[src/rtl/sev_clock_hms_if.sv]
// rtl/sev_clock_hms_if.sv - control inputs and display/pulse outputs of the HH:MM:SS clock
interface sev_clock_hms_if;
  logic       en;
  logic       mode12;
  logic       set_en;
  logic [4:0] set_h;
  logic [5:0] set_m;
  logic [6:0] oh1, oh0, om1, om0, os1, os0;
  logic       pm;
  logic       sec_tick;
  logic       day_tick;
  logic       set_err;

  modport master (
    output en, mode12, set_en, set_h, set_m,
    input  oh1, oh0, om1, om0, os1, os0, pm, sec_tick, day_tick, set_err
  );

  modport slave (
    input  en, mode12, set_en, set_h, set_m,
    output oh1, oh0, om1, om0, os1, os0, pm, sec_tick, day_tick, set_err
  );
endinterface

[src/rtl/sev_clock_hms.sv]
// rtl/sev_clock_hms.sv - HH:MM:SS clock with prescaled tick, time load, 12/24h seven-segment display
module sev_clock_hms #(
  parameter int CLK_DIV        = 50_000_000,
  parameter bit SEG_ACTIVE_LOW = 1'b0,
  parameter bit LEAD_BLANK     = 1'b0
) (
  input logic            clk,
  input logic            rst,
  sev_clock_hms_if.slave bus
);
  localparam int            PW       = (CLK_DIV > 1) ? $clog2(CLK_DIV) : 1;
  localparam logic [PW-1:0] PRE_LAST = PW'(CLK_DIV - 1);
  localparam logic [6:0]    SEG_MASK = SEG_ACTIVE_LOW ? 7'h7F : 7'h00;
  localparam logic [6:0]    SEG_ZERO = 7'h3F ^ SEG_MASK;

  function automatic logic [6:0] seg7(input logic [3:0] v);
    logic [6:0] c;
    case (v)
      4'd0:    c = 7'h3F;
      4'd1:    c = 7'h06;
      4'd2:    c = 7'h5B;
      4'd3:    c = 7'h4F;
      4'd4:    c = 7'h66;
      4'd5:    c = 7'h6D;
      4'd6:    c = 7'h7D;
      4'd7:    c = 7'h07;
      4'd8:    c = 7'h7F;
      4'd9:    c = 7'h6F;
      default: c = 7'h00;
    endcase
    return c ^ SEG_MASK;
  endfunction

  function automatic logic [3:0] tens(input logic [5:0] v);
    return 4'(v / 6'd10);
  endfunction

  function automatic logic [3:0] units(input logic [5:0] v);
    return 4'(v % 6'd10);
  endfunction

  logic [4:0]    h_q, h_d;
  logic [5:0]    m_q, m_d, s_q, s_d;
  logic [PW-1:0] pre_q, pre_d;
  logic          sec_tick_q, sec_tick_d, day_tick_q, day_tick_d, set_err_q, set_err_d;
  logic          pm_q, pm_d;
  logic [6:0]    oh1_q, oh1_d, oh0_q, oh0_d, om1_q, om1_d, om0_q, om0_d, os1_q, os1_d, os0_q, os0_d;
  logic          tick, load_ok;
  logic [4:0]    h_disp;

  // A load request, valid or not, owns the edge: the coincident tick is dropped.
  always_comb begin
    tick       = bus.en && (pre_q == PRE_LAST);
    load_ok    = (bus.set_h <= 5'd23) && (bus.set_m <= 6'd59);
    h_d        = h_q;
    m_d        = m_q;
    s_d        = s_q;
    pre_d      = pre_q;
    sec_tick_d = 1'b0;
    day_tick_d = 1'b0;
    set_err_d  = 1'b0;
    if (bus.set_en) begin
      if (load_ok) begin
        h_d   = bus.set_h;
        m_d   = bus.set_m;
        s_d   = '0;
        pre_d = '0;
      end else begin
        set_err_d = 1'b1;
      end
    end else if (bus.en) begin
      if (tick) begin
        pre_d      = '0;
        sec_tick_d = 1'b1;
        if (s_q == 6'd59) begin
          s_d = '0;
          if (m_q == 6'd59) begin
            m_d = '0;
            if (h_q == 5'd23) begin
              h_d        = '0;
              day_tick_d = 1'b1;
            end else begin
              h_d = h_q + 5'd1;
            end
          end else begin
            m_d = m_q + 6'd1;
          end
        end else begin
          s_d = s_q + 6'd1;
        end
      end else begin
        pre_d = pre_q + PW'(1);
      end
    end
  end

  // Display path decodes the current counters, so it trails them by one edge.
  always_comb begin
    h_disp = h_q;
    if (bus.mode12) begin
      if (h_q == 5'd0) begin
        h_disp = 5'd12;
      end else if (h_q > 5'd12) begin
        h_disp = h_q - 5'd12;
      end
    end
    pm_d  = (h_q >= 5'd12);
    oh1_d = (LEAD_BLANK && bus.mode12 && (h_disp < 5'd10)) ? seg7(4'hF) : seg7(tens(6'(h_disp)));
    oh0_d = seg7(units(6'(h_disp)));
    om1_d = seg7(tens(m_q));
    om0_d = seg7(units(m_q));
    os1_d = seg7(tens(s_q));
    os0_d = seg7(units(s_q));
  end

  always_ff @(posedge clk or negedge rst) begin
    if (!rst) begin
      h_q        <= '0;
      m_q        <= '0;
      s_q        <= '0;
      pre_q      <= '0;
      sec_tick_q <= 1'b0;
      day_tick_q <= 1'b0;
      set_err_q  <= 1'b0;
      pm_q       <= 1'b0;
      oh1_q      <= SEG_ZERO;
      oh0_q      <= SEG_ZERO;
      om1_q      <= SEG_ZERO;
      om0_q      <= SEG_ZERO;
      os1_q      <= SEG_ZERO;
      os0_q      <= SEG_ZERO;
    end else begin
      h_q        <= h_d;
      m_q        <= m_d;
      s_q        <= s_d;
      pre_q      <= pre_d;
      sec_tick_q <= sec_tick_d;
      day_tick_q <= day_tick_d;
      set_err_q  <= set_err_d;
      pm_q       <= pm_d;
      oh1_q      <= oh1_d;
      oh0_q      <= oh0_d;
      om1_q      <= om1_d;
      om0_q      <= om0_d;
      os1_q      <= os1_d;
      os0_q      <= os0_d;
    end
  end

  assign bus.oh1      = oh1_q;
  assign bus.oh0      = oh0_q;
  assign bus.om1      = om1_q;
  assign bus.om0      = om0_q;
  assign bus.os1      = os1_q;
  assign bus.os0      = os0_q;
  assign bus.pm       = pm_q;
  assign bus.sec_tick = sec_tick_q;
  assign bus.day_tick = day_tick_q;
  assign bus.set_err  = set_err_q;
endmodule
[src/flat_wrapper.sv]
// flat-port wrapper written by rule: the top's interface ports become plain ports
module sev_clock_hms_flat 
#(
  parameter int CLK_DIV        = 50_000_000,
  parameter bit SEG_ACTIVE_LOW = 1'b0,
  parameter bit LEAD_BLANK     = 1'b0
)
  (clk, rst, bus_en, bus_mode12, bus_set_en, bus_set_h, bus_set_m, bus_oh1, bus_oh0, bus_om1, bus_om0, bus_os1, bus_os0, bus_pm, bus_sec_tick, bus_day_tick, bus_set_err);
  sev_clock_hms_if bus_i ();
  input logic clk;
  input logic rst;
  input wire logic [$bits(bus_i.en)-1:0] bus_en;
  input wire logic [$bits(bus_i.mode12)-1:0] bus_mode12;
  input wire logic [$bits(bus_i.set_en)-1:0] bus_set_en;
  input wire logic [$bits(bus_i.set_h)-1:0] bus_set_h;
  input wire logic [$bits(bus_i.set_m)-1:0] bus_set_m;
  output wire logic [$bits(bus_i.oh1)-1:0] bus_oh1;
  output wire logic [$bits(bus_i.oh0)-1:0] bus_oh0;
  output wire logic [$bits(bus_i.om1)-1:0] bus_om1;
  output wire logic [$bits(bus_i.om0)-1:0] bus_om0;
  output wire logic [$bits(bus_i.os1)-1:0] bus_os1;
  output wire logic [$bits(bus_i.os0)-1:0] bus_os0;
  output wire logic [$bits(bus_i.pm)-1:0] bus_pm;
  output wire logic [$bits(bus_i.sec_tick)-1:0] bus_sec_tick;
  output wire logic [$bits(bus_i.day_tick)-1:0] bus_day_tick;
  output wire logic [$bits(bus_i.set_err)-1:0] bus_set_err;
  assign bus_i.en = bus_en;
  assign bus_i.mode12 = bus_mode12;
  assign bus_i.set_en = bus_set_en;
  assign bus_i.set_h = bus_set_h;
  assign bus_i.set_m = bus_set_m;
  assign bus_oh1 = bus_i.oh1;
  assign bus_oh0 = bus_i.oh0;
  assign bus_om1 = bus_i.om1;
  assign bus_om0 = bus_i.om0;
  assign bus_os1 = bus_i.os1;
  assign bus_os0 = bus_i.os0;
  assign bus_pm = bus_i.pm;
  assign bus_sec_tick = bus_i.sec_tick;
  assign bus_day_tick = bus_i.day_tick;
  assign bus_set_err = bus_i.set_err;
  sev_clock_hms #(.CLK_DIV(CLK_DIV), .SEG_ACTIVE_LOW(SEG_ACTIVE_LOW), .LEAD_BLANK(LEAD_BLANK)) u_core (.clk(clk), .rst(rst), .bus(bus_i));
endmodule
[config.mk]
export PLATFORM = sky130hd
export DESIGN_NAME = sev_clock_hms_flat
export DESIGN_NICKNAME = d
export VERILOG_FILES = /design/src/rtl/sev_clock_hms_if.sv /design/src/rtl/sev_clock_hms.sv /design/src/flat_wrapper.sv
export SDC_FILE = /design/constraint.sdc
export NUM_CORES = 1
export LEC_CHECK = 0
export BUFFER_PORTS_ARGS = -buffer_cell sky130_fd_sc_hd__buf_2
export CELL_PAD_IN_SITES_DETAIL_PLACEMENT = 1
export CELL_PAD_IN_SITES_GLOBAL_PLACEMENT = 2
export CORE_MARGIN = 2
export CORE_UTILIZATION = 35
export DETAILED_ROUTE_END_ITERATION = 8
export PLACE_DENSITY_LB_ADDON = 0.1
export RECOVER_POWER = 100
export SLEW_MARGIN = 20
export SYNTH_ARGS = -nofsm -noshare
export SYNTH_HDL_FRONTEND = slang
export SYNTH_SLANG_ARGS = --single-unit
[constraint.sdc]
create_clock -name clk -period 8.3 [get_ports clk]
set_clock_uncertainty 0.2 [all_clocks]
set_input_delay 1.66 -clock clk [delete_from_list [all_inputs] [get_ports clk]]
set_output_delay 1.66 -clock clk [all_outputs]
set_load 0.03 [all_outputs]
==> impl_summary.txt, run 1 <==
----------------------------------------------------
[Final layout]
  Share of layout cells above drive strength 1 ... 0.1127
  Net count reported at finish ... ~660
  Ant. Diodes ... 0
  Area grow syn2layout ... 11.76%
  Most frequent cells in the layout ... 55 x sky130_fd_sc_hd__nor2_1, 55 x sky130_fd_sc_hd__clkbuf_1, 53 x sky130_fd_sc_hd__dfrtp_1, 41 x sky130_fd_sc_hd__nand2_1, 41 x sky130_fd_sc_hd__ha_1
  Number of fill cells ... about 1700

[Die]
  I/O pin cnt ... 62
  Starting density of the core ... 0.3604
  Die Y-Extent ... 126.6 um
  Horiz. Die Dim ... approximately 130 um
  Die Footprint ... ~16000 um2
  Floorplan Core Area ... 14590 um2
  Count of standard-cell rows ... 44

[Timing]
  Final Max Tran Viols ... 61
  Max_slew headroom ... -1.259
  Final setup fails ... 0
  Maximum operating frequency ... approximately 0.17 GHz
  Final worst path period share ... 0.6902
  Setup TNS after final layout ... 0 ps
  RSZ-0062 raised after global routing ... no
  Time the final worst path needs with I/O delays and setup ... ~5700 ps
  Worst Tran Pin Value ... around 3400 ps
  Number of hold violations in the final report ... 0

[Logic synthesis]
  Count of mapped cells out of synthesis ... 554
  Async set or reset register ratio after synthesis ... 1.000
  Top cells by area, synth ... sky130_fd_sc_hd__dfrtp_1 25%, sky130_fd_sc_hd__dfstp_2 17%, sky130_fd_sc_hd__ha_1 9.8%, sky130_fd_sc_hd__nor2_1 3.9%, sky130_fd_sc_hd__o21ai_0 3.0%
  Mapped Avg Cell Area ... about 9.5 um2
  Sequential element share of the synthesized area ... 0.4222
  Top cell type by total area after synthesis ... sky130_fd_sc_hd__dfrtp_1
  Register bit total from synthesis ... 87
  Fraction of synthesized cell area taken by the top area cell type ... 0.2523
  Warnings from Yosys ... 0
  Cell area after synthesis ... 5258 um2
  Main synth FF type ... sky130_fd_sc_hd__dfrtp_1
  Number of enable-type register cells in the synthesized netlist ... 0
  Syn nets ... approximately 600
  Number of distinct library cells after synthesis ... 73

[Detailed routing]
  Detail-routed via count per cell ... about 5.3
  Final wirelength ... 12.68 mm
  Detailed-route DRC error count ... 0
  Via count of the routed design ... about 4200
  Initial DRC count ... between 150 and 200
  Remaining antenna violation count after routing ... 0
  Per-cell routed wire length ... 15.93 um
  Total iterations of the first detailed-routing run ... 4

[Worst setup path]
  Required time worst endpoint ... 7790 ps
  CP peak stage delay ... about 2500 ps
  Top cell family by delay on the critical path ... buffers and inverters
  Critical path launch point type ... input port
  Type of the worst setup path ... in -> async
  Cell seen most often among critical-path stages ... sky130_fd_sc_hd__clkbuf_1
  CP cell instances ... clkbuf_1 > clkbuf_1
  Cell with the largest stage delay on the worst path ... sky130_fd_sc_hd__clkbuf_1
  Logic depth of the worst setup path including buffers ... 2
  Setup crit end kind ... asynchronous set/reset pin
  Path depth of the worst reg2reg path ... 15
  Count of buffering cells on the critical path with inverters included ... 2
  Highest fanout seen on the critical path ... 60
  Data arrival time of the critical path ... 5220 ps

[Power]
  Int Pwr ... 1.081 mW
  Proportion of total power due to net switching ... 0.4376
  Combinational power share ... 0.467
  Net Sw Power ... 0.8407 mW
  Highest ir drop seen on vdd ... 0.1593 mV
  Clock Power Share ... 0.195
  Static leakage ... between 2 and 2.5 nW
  Power per standard cell area ... approximately 330 nW/um2
  Relative contribution of sequential cells to total power ... 0.338
  Overall power after layout ... about 1.9 mW

[Clock network]
  CTS clock-pin slew for the worst setup and hold paths ... around 60 ps
  Number of CTS-inserted buffers ... 9
  CTS HTree Levels ... 3
  Clock tree sinks ... 87
  Hold Buf Count CTS ... 0
  Clock Latency Late Sink ... between 300 and 400 ps
  Number of post-CTS setup repair buffers ... 0
  Clk root buf ... sky130_fd_sc_hd__clkbuf_16
  Buffers from clock root to sink, at most ... 2
  TritonCTS clock tree ... done
  Cells resized by post-CTS repair ... 0

[Run]
  Max_cap viols ... 1

[Hold path]
  Class of the tightest hold or removal check ... reg -> reg
  Worst Hold Depth ... 2

[Global routing]
  GR Util All Layers ... 0.1618
  Wire length of the first global-routing pass ... between 20 and 25 mm
  Leftover overflow at the end of global routing ... 0
  Pin count of the biggest net entering global routing ... 61
  Initial antenna violation count ... 0
  Number of global-route vias before repair ... 4267

[Placement]
  Routability congestion estimate from global placement ... 0.7692
  Detailed-placement wirelength estimate ... roughly 9.2 mm
  Buffers added on ports ... 60

[Status]
  Run status ... finished, violations left
  Violated checks ... max-capacitance violations, max-slew violations

----------------------------------------------------
[synth_stat cells, types with 3 or more instances]
master,count
sky130_fd_sc_hd__o21ai_0,32
sky130_fd_sc_hd__o22ai_1,6
sky130_fd_sc_hd__a32oi_1,5
sky130_fd_sc_hd__o31ai_1,5
sky130_fd_sc_hd__dfrtp_1,53
sky130_fd_sc_hd__inv_1,25
sky130_fd_sc_hd__xnor2_1,12
sky130_fd_sc_hd__or2_2,3
sky130_fd_sc_hd__a31oi_1,6
sky130_fd_sc_hd__and2_1,8
sky130_fd_sc_hd__a211oi_1,3
sky130_fd_sc_hd__nand3_1,22
sky130_fd_sc_hd__nand4_1,11
sky130_fd_sc_hd__and3_1,5
sky130_fd_sc_hd__dfstp_2,34
sky130_fd_sc_hd__nand2b_1,12
sky130_fd_sc_hd__nand2_1,41
sky130_fd_sc_hd__nor2b_1,12
sky130_fd_sc_hd__xor2_1,18
sky130_fd_sc_hd__mux2_2,3
sky130_fd_sc_hd__a22oi_1,3
sky130_fd_sc_hd__mux2i_1,6
sky130_fd_sc_hd__buf_2,3
sky130_fd_sc_hd__ha_1,41
sky130_fd_sc_hd__a21oi_1,28
sky130_fd_sc_hd__o21ai_1,9
sky130_fd_sc_hd__o32ai_1,3
sky130_fd_sc_hd__buf_4,3
sky130_fd_sc_hd__nor4_1,4
sky130_fd_sc_hd__o21a_1,4
sky130_fd_sc_hd__clkbuf_1,13
sky130_fd_sc_hd__or3_1,4
sky130_fd_sc_hd__a31o_2,3
sky130_fd_sc_hd__nor2_1,55
sky130_fd_sc_hd__nor3_1,9
[sequential cells by signal, indices dropped and copies added, names as in the netlist]
signal               count
u_core.bus.day_tick      1
u_core.m_q               6
u_core.bus.om1           7
u_core.bus.sec_tick      1
u_core.bus.set_err       1
u_core.bus.oh0           7
u_core.bus.os1           7
u_core.bus.om0           7
u_core.bus.oh1           5
u_core.pre_q            26
u_core.s_q               6
u_core.bus.os0           7
u_core.bus.pm            1
u_core.h_q               5
[cell families after synthesis]
kind of cell | Yosys count | synth area share
AO/OA/AOI/OAI | 129 | 0.1623
XOR/XNOR | 31 | 0.05307
adder cells (fa/ha/maj) | 42 | 0.09948
buffers and inverters | 46 | 0.03712
flip-flops | 87 | 0.4222
multiplexers | 9 | 0.01785
other | 1 | 0.0007133
AND/OR/NAND/NOR | 209 | 0.2073
[through the flow]
step	utilization	hold WS, ps	setup slack [ps]	cell area (um2)	instances
after CTS	0.4093	359.3	3263	5971	796
after global routing	0.4027	372.3	1714	5876	796
final	0.4027	357.9	2571	5876	796
after global placement	0.3913	325.3	3022	5708	780
after floorplan	-	287.1	3387	5258	554
after detailed placement	0.3913	343.7	2910	5708	780
[path summary, 6_finish.rpt]
| kind | slack (ps) | to | start |
|---|---|---|---|
| max | 2570 | u_core.bus.oh1[6]$_DFF_PN0_ | rst |
| min | 360 | u_core.pre_q[14]$_DFFE_PN0P_ | u_core.pre_q[14]$_DFFE_PN0P_ |
| max reg2reg | 3440 | u_core.bus.oh0[4]$_DFF_PN1_ | u_core.h_q[2]$_DFFE_PN0P_ |
| min reg2reg | 360 | u_core.pre_q[14]$_DFFE_PN0P_ | u_core.pre_q[14]$_DFFE_PN0P_ |
| max in group clk | 2980 | u_core.pre_q[24]$_DFFE_PN0P_ | bus_set_en |
| min in group asynchronous | 1460 | u_core.pre_q[19]$_DFFE_PN0P_ | rst |
[per-layer routing]
metal | up-vias | wire length, um | track usage
met2 | 49 | 5813 | 0.2573
met1 | 2081 | 6330 | 0.2219
li1 | 2067 | - | -
met4 | 0 | 180 | 0.05947
met5 | - | 0 | 0
met3 | 12 | 352 | 0.02826
[final cells by class]
| cell class | instances | area, um2 | share of cell area |
|---|---|---|---|
| Inverter | 26 | 97.59 | 0.01661 |
| Multi-Input combinational cell | 421 | 2818 | 0.4796 |
| Sequential cell | 87 | 2220 | 0.3778 |
| Timing Repair Buffer | 62 | 247.7 | 0.04216 |
| Tap cell | 184 | 230.2 | 0.03918 |
| Clock buffer | 15 | 257.7 | 0.04387 |
| Clock inverter | 1 | 5.005 | 0.0008518 |
[power groups by stage]
stage | clock network [mW] | registers [mW] | logic (mW)
after CTS | 0.392 | 0.649 | 0.939
final | 0.375 | 0.649 | 0.897
after global placement | 0 | 0.651 | 0.915
after detailed placement | 0 | 0.655 | 0.934
after floorplan | 0 | 0.818 | 0.545
after global routing | 0.407 | 0.667 | 0.998
No activity file was read; power rests on OpenSTA's default activity.
==> run 2: changes to the inputs <==
--- a/config.mk
+++ b/config.mk
@@ -9,7 +9,7 @@
 export CELL_PAD_IN_SITES_DETAIL_PLACEMENT = 1
 export CELL_PAD_IN_SITES_GLOBAL_PLACEMENT = 2
 export CORE_MARGIN = 2
-export CORE_UTILIZATION = 35
+export CORE_UTILIZATION = 33
 export DETAILED_ROUTE_END_ITERATION = 8
 export PLACE_DENSITY_LB_ADDON = 0.1
 export RECOVER_POWER = 100
==> constraint.sdc (replaced) <==
create_clock -name clk -period 5.01 [get_ports clk]
set_clock_uncertainty 0.2 [all_clocks]
set_input_delay 1.002 -clock clk [delete_from_list [all_inputs] [get_ports clk]]
set_output_delay 1.002 -clock clk [all_outputs]
set_load 0.03 [all_outputs]
==> impl_summary.txt, run 2 (synthesis results as in run 1) <==
----------------------------------------------------
[Hold path]
  End of the worst hold path ... u_core.pre_q[23]$_DFFE_PN0P_
  Startpoint of the most critical hold path ... u_core.pre_q[23]$_DFFE_PN0P_
  Worst Hold Depth ... 2
  Class of the tightest hold or removal check ... reg -> reg

[Global routing]
  Wire length of the first global-routing pass ... 21.89 mm
  Initial antenna violation count ... 0
  Leftover overflow at the end of global routing ... 0
  Pin count of the biggest net entering global routing ... 60
  GR Util All Layers ... 0.1629
  Number of global-route vias before repair ... roughly 4300

[Detailed routing]
  Final wirelength ... between 10 and 15 mm
  Remaining antenna violation count after routing ... 0
  Total iterations of the first detailed-routing run ... 4
  Detailed-route DRC error count ... 0
  M1 wire length ... approximately 6.3 mm
  Via count of the routed design ... approximately 4200
  Uppermost layer routed ... met4
  Per-cell routed wire length ... between 15 and 20 um
  Initial DRC count ... ~170
  Detail Route met3 WL ... just under 400 um
  Detail-routed via count per cell ... 5.074
  Amount of wire on met2 after detailed routing ... 6.208 mm

[Worst setup path]
  Type of the worst setup path ... reg -> reg
  Launch point of the worst reg-to-reg path ... u_core.h_q[2]$_DFFE_PN0P_
  Path depth of the worst reg2reg path ... 14
  Worst reg-to-reg setup slack ... about 520 ps
  Highest fanout seen on the critical path ... 10
  Setup crit end kind ... flop
  Reg-to-Reg End ... u_core.bus.oh0[4]$_DFF_PN1_
  Data arrival time of the critical path ... 4550 ps
  Required time worst endpoint ... 5080 ps
  Critical path launch point type ... flop

[Final layout]
  Share of layout cells above drive strength 1 ... 0.1191
  Post-layout utilization of the core ... 0.3762
  Most common cell after layout, fill and taps aside ... sky130_fd_sc_hd__nor2_1
  Area grow syn2layout ... 12.42%
  Most frequent cells in the layout ... 55 x sky130_fd_sc_hd__nor2_1, 53 x sky130_fd_sc_hd__clkbuf_1, 53 x sky130_fd_sc_hd__dfrtp_1, 41 x sky130_fd_sc_hd__nand2_1, 41 x sky130_fd_sc_hd__ha_1
  Number of fill cells ... roughly 1900
  Number of flip-flops under the largest register name ... 26
  Net count reported at finish ... 665
  Most flops, register ... u_core.pre_q
  Ant. Diodes ... 0

[Clock network]
  Clock Latency Late Sink ... ~340 ps
  Buffers from clock root to sink, at most ... 2
  Clk root buf ... sky130_fd_sc_hd__clkbuf_16
  CTS HTree Levels ... 3
  CTS clock-pin slew for the worst setup and hold paths ... around 60 ps
  Number of CTS-inserted buffers ... 9
  Clock tree sinks ... 87
  TritonCTS clock tree ... done

[Timing]
  RSZ-0062 raised after global routing ... no
  Final Max Tran Viols ... 60
  Time the final worst path needs with I/O delays and setup ... around 4500 ps
  Final hold slack ... 342.8 ps
  Max_slew headroom ... -1.151
  Setup TNS after final layout ... 0 ps
  Final setup fails ... 0
  Maximum operating frequency ... roughly 0.22 GHz
  Final worst path period share ... 0.8956
  Number of hold violations in the final report ... 0
  Worst Tran Pin Value ... between 3000 and 4000 ps

[Run]
  Max_cap viols ... 1

[Die]
  Die Y-Extent ... 130.2 um
  Starting density of the core ... 0.3346
  I/O pin cnt ... 62
  Floorplan Core Area ... ~16000 um2
  Horiz. Die Dim ... between 100 and 150 um
  Count of standard-cell rows ... 46
  Die Footprint ... about 17000 um2

[Power]
  Power per standard cell area ... 537.6 nW/um2
  Highest ir drop seen on vdd ... 0.2468 mV
  Static leakage ... between 2 and 2.5 nW

[Placement]
  Detailed-placement wirelength estimate ... approximately 9.5 mm
  Routability congestion estimate from global placement ... between 0.7 and 0.8
  Buffers added on ports ... 60

[Status]
  Run status ... finished, violations left
  Violated checks ... max-capacitance violations, max-slew violations

----------------------------------------------------
-- run 2: cell types whose count changed in the layout (fill, tap and decap cells not counted), sizes merged --
| cell | previous run | this run |
|---|---|---|
| buf | 12 | 14 |
| clkbuf | 65 | 63 |
| clkinv | 1 | 2 |
-- run 2: layout make-up --
cell class | count | area (um2) | area share
clock buffer | 14 | 244.0 | 0.04128
clock inverter | 2 | 10.01 | 0.001693
inverter | 26 | 97.59 | 0.01651
multi-input combinational | 421 | 2811 | 0.4757
sequential | 87 | 2220 | 0.3755
tap | 216 | 270.3 | 0.04572
timing repair buffer | 63 | 257.7 | 0.04361
-- run 2: through the flow --
| stage | std cells | area [um2] | total power [mW] | worst slack [ps] |
|---|---|---|---|---|
| after floorplan | 554 | 5258 | 2.257 | 754.5 |
| after global placement | 813 | 5756 | 2.595 | 394.2 |
| after detailed placement | 813 | 5756 | 2.638 | 266.8 |
| after CTS | 829 | 6010 | 3.280 | 345.8 |
| after global routing | 829 | 5911 | 3.447 | 248.0 |
| final | 829 | 5911 | 3.178 | 523.2 |
-- run 2: how the worst max path moves through the flow --
| stage | to | slack (ps) | cells after the start | startpoint |
|---|---|---|---|---|
| floorplan | u_core.bus.oh0[0]$_DFF_PN1_ | 750 | 14 | bus_mode12 |
| global placement | u_core.bus.oh0[3]$_DFF_PN1_ | 390 | 15 | bus_mode12 |
| detailed placement | u_core.bus.oh0[3]$_DFF_PN1_ | 270 | 15 | bus_mode12 |
| CTS | u_core.bus.oh0[3]$_DFF_PN1_ | 350 | 17 | u_core.h_q[2]$_DFFE_PN0P_ |
| global route | u_core.bus.oh0[4]$_DFF_PN1_ | 250 | 15 | u_core.h_q[2]$_DFFE_PN0P_ |
| finish | u_core.bus.oh0[4]$_DFF_PN1_ | 520 | 14 | u_core.h_q[2]$_DFFE_PN0P_ |
-- run 2: where the power goes --
part / switching, mW / internal (mW) / total [mW]
Sequential: 0.108 / 0.966 / 1.07
Clock: 0.275 / 0.336 / 0.611
Combinational: 1.02 / 0.478 / 1.49
Total: 1.40 / 1.78 / 3.18
-- run 2: layer usage --
layer,GRT usage,up-vias
met4,0.04175,0
met1,0.2154,2080
met3,0.03444,8
li1,-,2073
met5,0,-
met2,0.2726,45
-- run 2: repair_timing --
action                                  CTS  global route
resized for setup                         0             1
endpoints found under the setup margin    0             2
buffers inserted                          0             0
hold buffers                              0             0
-- run 2: critical path, cell delays in order (launching register included) --
cell                       delay (ps)
sky130_fd_sc_hd__dfrtp_1          510
sky130_fd_sc_hd__inv_1            160
sky130_fd_sc_hd__ha_1             340
sky130_fd_sc_hd__and3b_1          180
sky130_fd_sc_hd__a31o_2           210
sky130_fd_sc_hd__or2_2            330
sky130_fd_sc_hd__ha_1             210
sky130_fd_sc_hd__a21boi_1         210
sky130_fd_sc_hd__a21oi_1          170
sky130_fd_sc_hd__xor2_1           270
sky130_fd_sc_hd__ha_1             340
sky130_fd_sc_hd__or4_1            590
sky130_fd_sc_hd__and2_0           230
sky130_fd_sc_hd__nand2_1          140
sky130_fd_sc_hd__a2bb2o_1         310
==> run 3: changes to the inputs <==
--- a/config.mk
+++ b/config.mk
@@ -11,6 +11,7 @@
 export CORE_MARGIN = 2
 export CORE_UTILIZATION = 33
 export DETAILED_ROUTE_END_ITERATION = 8
+export MAX_ROUTING_LAYER = met4
 export PLACE_DENSITY_LB_ADDON = 0.1
 export RECOVER_POWER = 100
 export SLEW_MARGIN = 20
==> impl_summary.txt, run 3 (synthesis results as in run 1) <==
----------------------------------------------------
[Final layout]
  Area grow syn2layout ... 12.42%
  Most common cell after layout, fill and taps aside ... sky130_fd_sc_hd__nor2_1
  Register area ... ~2200 um2
  Net count reported at finish ... about 670
  Area of the multi-input gates ... ~2800 um2
  Number of fill cells ... between 1500 and 2000
  Share of layout cells above drive strength 1 ... 0.1191
  Ant. Diodes ... 0
  Most frequent cells in the layout ... 55 x sky130_fd_sc_hd__nor2_1, 53 x sky130_fd_sc_hd__clkbuf_1, 53 x sky130_fd_sc_hd__dfrtp_1, 41 x sky130_fd_sc_hd__nand2_1, 41 x sky130_fd_sc_hd__ha_1
  Number of flip-flops under the largest register name ... 26
  Most flops, register ... u_core.pre_q
  Number of non-filler instances in the completed layout ... approximately 830

[Timing]
  Time the final worst path needs with I/O delays and setup ... between 4000 and 5000 ps
  Final hold slack ... around 340 ps
  RSZ-0062 raised after global routing ... no
  Worst Tran Pin Value ... approximately 3200 ps
  Max_slew headroom ... -1.117
  Maximum operating frequency ... around 0.22 GHz
  Setup TNS after final layout ... 0 ps
  Final worst path period share ... 0.8960
  Final Max Tran Viols ... 60
  Final setup fails ... 0
  Number of hold violations in the final report ... 0

[Status]
  Violated checks ... max-capacitance violations, max-slew violations
  Run status ... finished, violations left

[Die]
  Floorplan Core Area ... between 15000 and 20000 um2
  Count of standard-cell rows ... 46
  Die Y-Extent ... 130.2 um
  Die Footprint ... 16960 um2
  Horiz. Die Dim ... roughly 130 um
  I/O pin cnt ... between 60 and 70
  Starting density of the core ... 0.3346

[Global routing]
  Pin count of the biggest net entering global routing ... 60
  Met2 layer usage reported by global route ... 0.2726
  Number of global-route vias before repair ... 4349
  Grt peak-use layer ... met2
  Leftover overflow at the end of global routing ... 0
  Initial antenna violation count ... 0
  Wire length of the first global-routing pass ... about 22 mm
  GR Util All Layers ... 0.1680
  Met3 routing resource usage after global routing ... 0.03239
  GR Layer Usage met1 ... 0.2169

[Clock network]
  Clock tree sinks ... 87
  Clk root buf ... sky130_fd_sc_hd__clkbuf_16
  Cells resized by post-CTS repair ... 0
  TritonCTS clock tree ... done
  Number of CTS-inserted buffers ... 9
  Buffers from clock root to sink, at most ... 2
  Clock Latency Late Sink ... ~340 ps
  Hold Buf Count CTS ... 0
  Number of post-CTS setup repair buffers ... 0
  CTS clock-pin slew for the worst setup and hold paths ... roughly 60 ps
  CTS HTree Levels ... 3

[Run]
  Max_cap viols ... 1

[Detailed routing]
  Initial DRC count ... around 180
  Via count of the routed design ... 4219
  Total iterations of the first detailed-routing run ... 4
  Per-cell routed wire length ... 15.76 um
  Final wirelength ... around 13 mm
  Detailed-route DRC error count ... 0
  Remaining antenna violation count after routing ... 0
  Detail-routed via count per cell ... approximately 5.1

[Worst setup path]
  CP cell instances ... inv_1 > ha_1 > and3b_1 > a31o_2 > or2_2 > ha_1 > a21boi_1 > a21oi_1 > xor2_1 > ha_1 > or4_1 > and2_0 > nand2_1 > a2bb2o_1
  Required time worst endpoint ... 5080 ps
  Type of the worst setup path ... reg -> reg
  Cell with the largest stage delay on the worst path ... sky130_fd_sc_hd__or4_1
  Cell seen most often among critical-path stages ... sky130_fd_sc_hd__ha_1
  Highest fanout seen on the critical path ... 10
  Critical path launch point type ... flop
  Data arrival time of the critical path ... about 4600 ps
  CP peak stage delay ... a little under 600 ps
  Worst reg-to-reg setup slack ... 520 ps
  Path depth of the worst reg2reg path ... 14
  Launch point of the worst reg-to-reg path ... u_core.h_q[2]$_DFFE_PN0P_
  Top cell family by delay on the critical path ... simple AND/OR/NAND/NOR gates
  Reg-to-Reg End ... u_core.bus.oh0[4]$_DFF_PN1_
  Count of buffering cells on the critical path with inverters included ... 1
  Setup crit end kind ... flop

[Power]
  Highest ir drop seen on vdd ... between 0.2 and 0.25 mV
  Power per standard cell area ... about 540 nW/um2
  Static leakage ... 2.500 nW

[Hold path]
  Startpoint of the most critical hold path ... u_core.pre_q[23]$_DFFE_PN0P_
  Worst Hold Depth ... 2
  End of the worst hold path ... u_core.pre_q[23]$_DFFE_PN0P_
  Class of the tightest hold or removal check ... reg -> reg

[Placement]
  Placed Cells incl. Taps ... ~810
  Detailed-placement wirelength estimate ... ~9.5 mm
  Routability congestion estimate from global placement ... 0.8015
  Buffers added on ports ... 60

----------------------------------------------------
## run 3: cell counts in the layout (fill, tap and decap cells not counted)
No cell type changed its count.
## run 3: area by class of cell
class                   count  area share
multi-input cells         421      0.4757
flip-flops and latches     87      0.3755
clock inverters             2    0.001693
clock buffers              14     0.04128
repair buffers             63     0.04361
inverters                  26     0.01651
well taps                 216     0.04572
## run 3: how the worst max path moves through the flow
stage	start	endpoint	slack (ps)	depth (start not counted)
finish	u_core.h_q[2]$_DFFE_PN0P_	u_core.bus.oh0[4]$_DFF_PN1_	520	14
global route	u_core.h_q[2]$_DFFE_PN0P_	u_core.bus.oh0[4]$_DFF_PN1_	250	15
CTS	u_core.h_q[2]$_DFFE_PN0P_	u_core.bus.oh0[3]$_DFF_PN1_	350	17
detailed placement	bus_mode12	u_core.bus.oh0[3]$_DFF_PN1_	270	15
global placement	bus_mode12	u_core.bus.oh0[3]$_DFF_PN1_	390	15
floorplan	bus_mode12	u_core.bus.oh0[0]$_DFF_PN1_	750	14
## run 3: per-layer routing
layer / wire length [um] / vias to the layer above
li1: - / 2072
met1: 6372 / 2090
met2: 6198 / 48
met3: 374 / 9
met4: 120 / 0
met5: 0 / -
## run 3: per-stage QoR
stage                 util  power, mW  setup WS [ps]  cell area (um2)
floorplan                -      2.257          754.5             5258
global placement    0.3663      2.595          394.2             5756
detailed placement  0.3663      2.638          266.8             5756
CTS                 0.3825      3.280          345.8             6010
global route        0.3762      3.448          248.0             5911
finish              0.3762      3.178          520.9             5911
## run 3: power breakdown
part	internal [mW]	switching, mW
logic	0.478	1.02
clock network	0.336	0.275
registers	0.966	0.108
## run 3: tightest hold or removal path, delay by kind of cell, from the launching register on
family	cells	cell delay, ps
XOR/XNOR	1	70
AND/OR/NAND/NOR	1	70
flip-flops	1	360
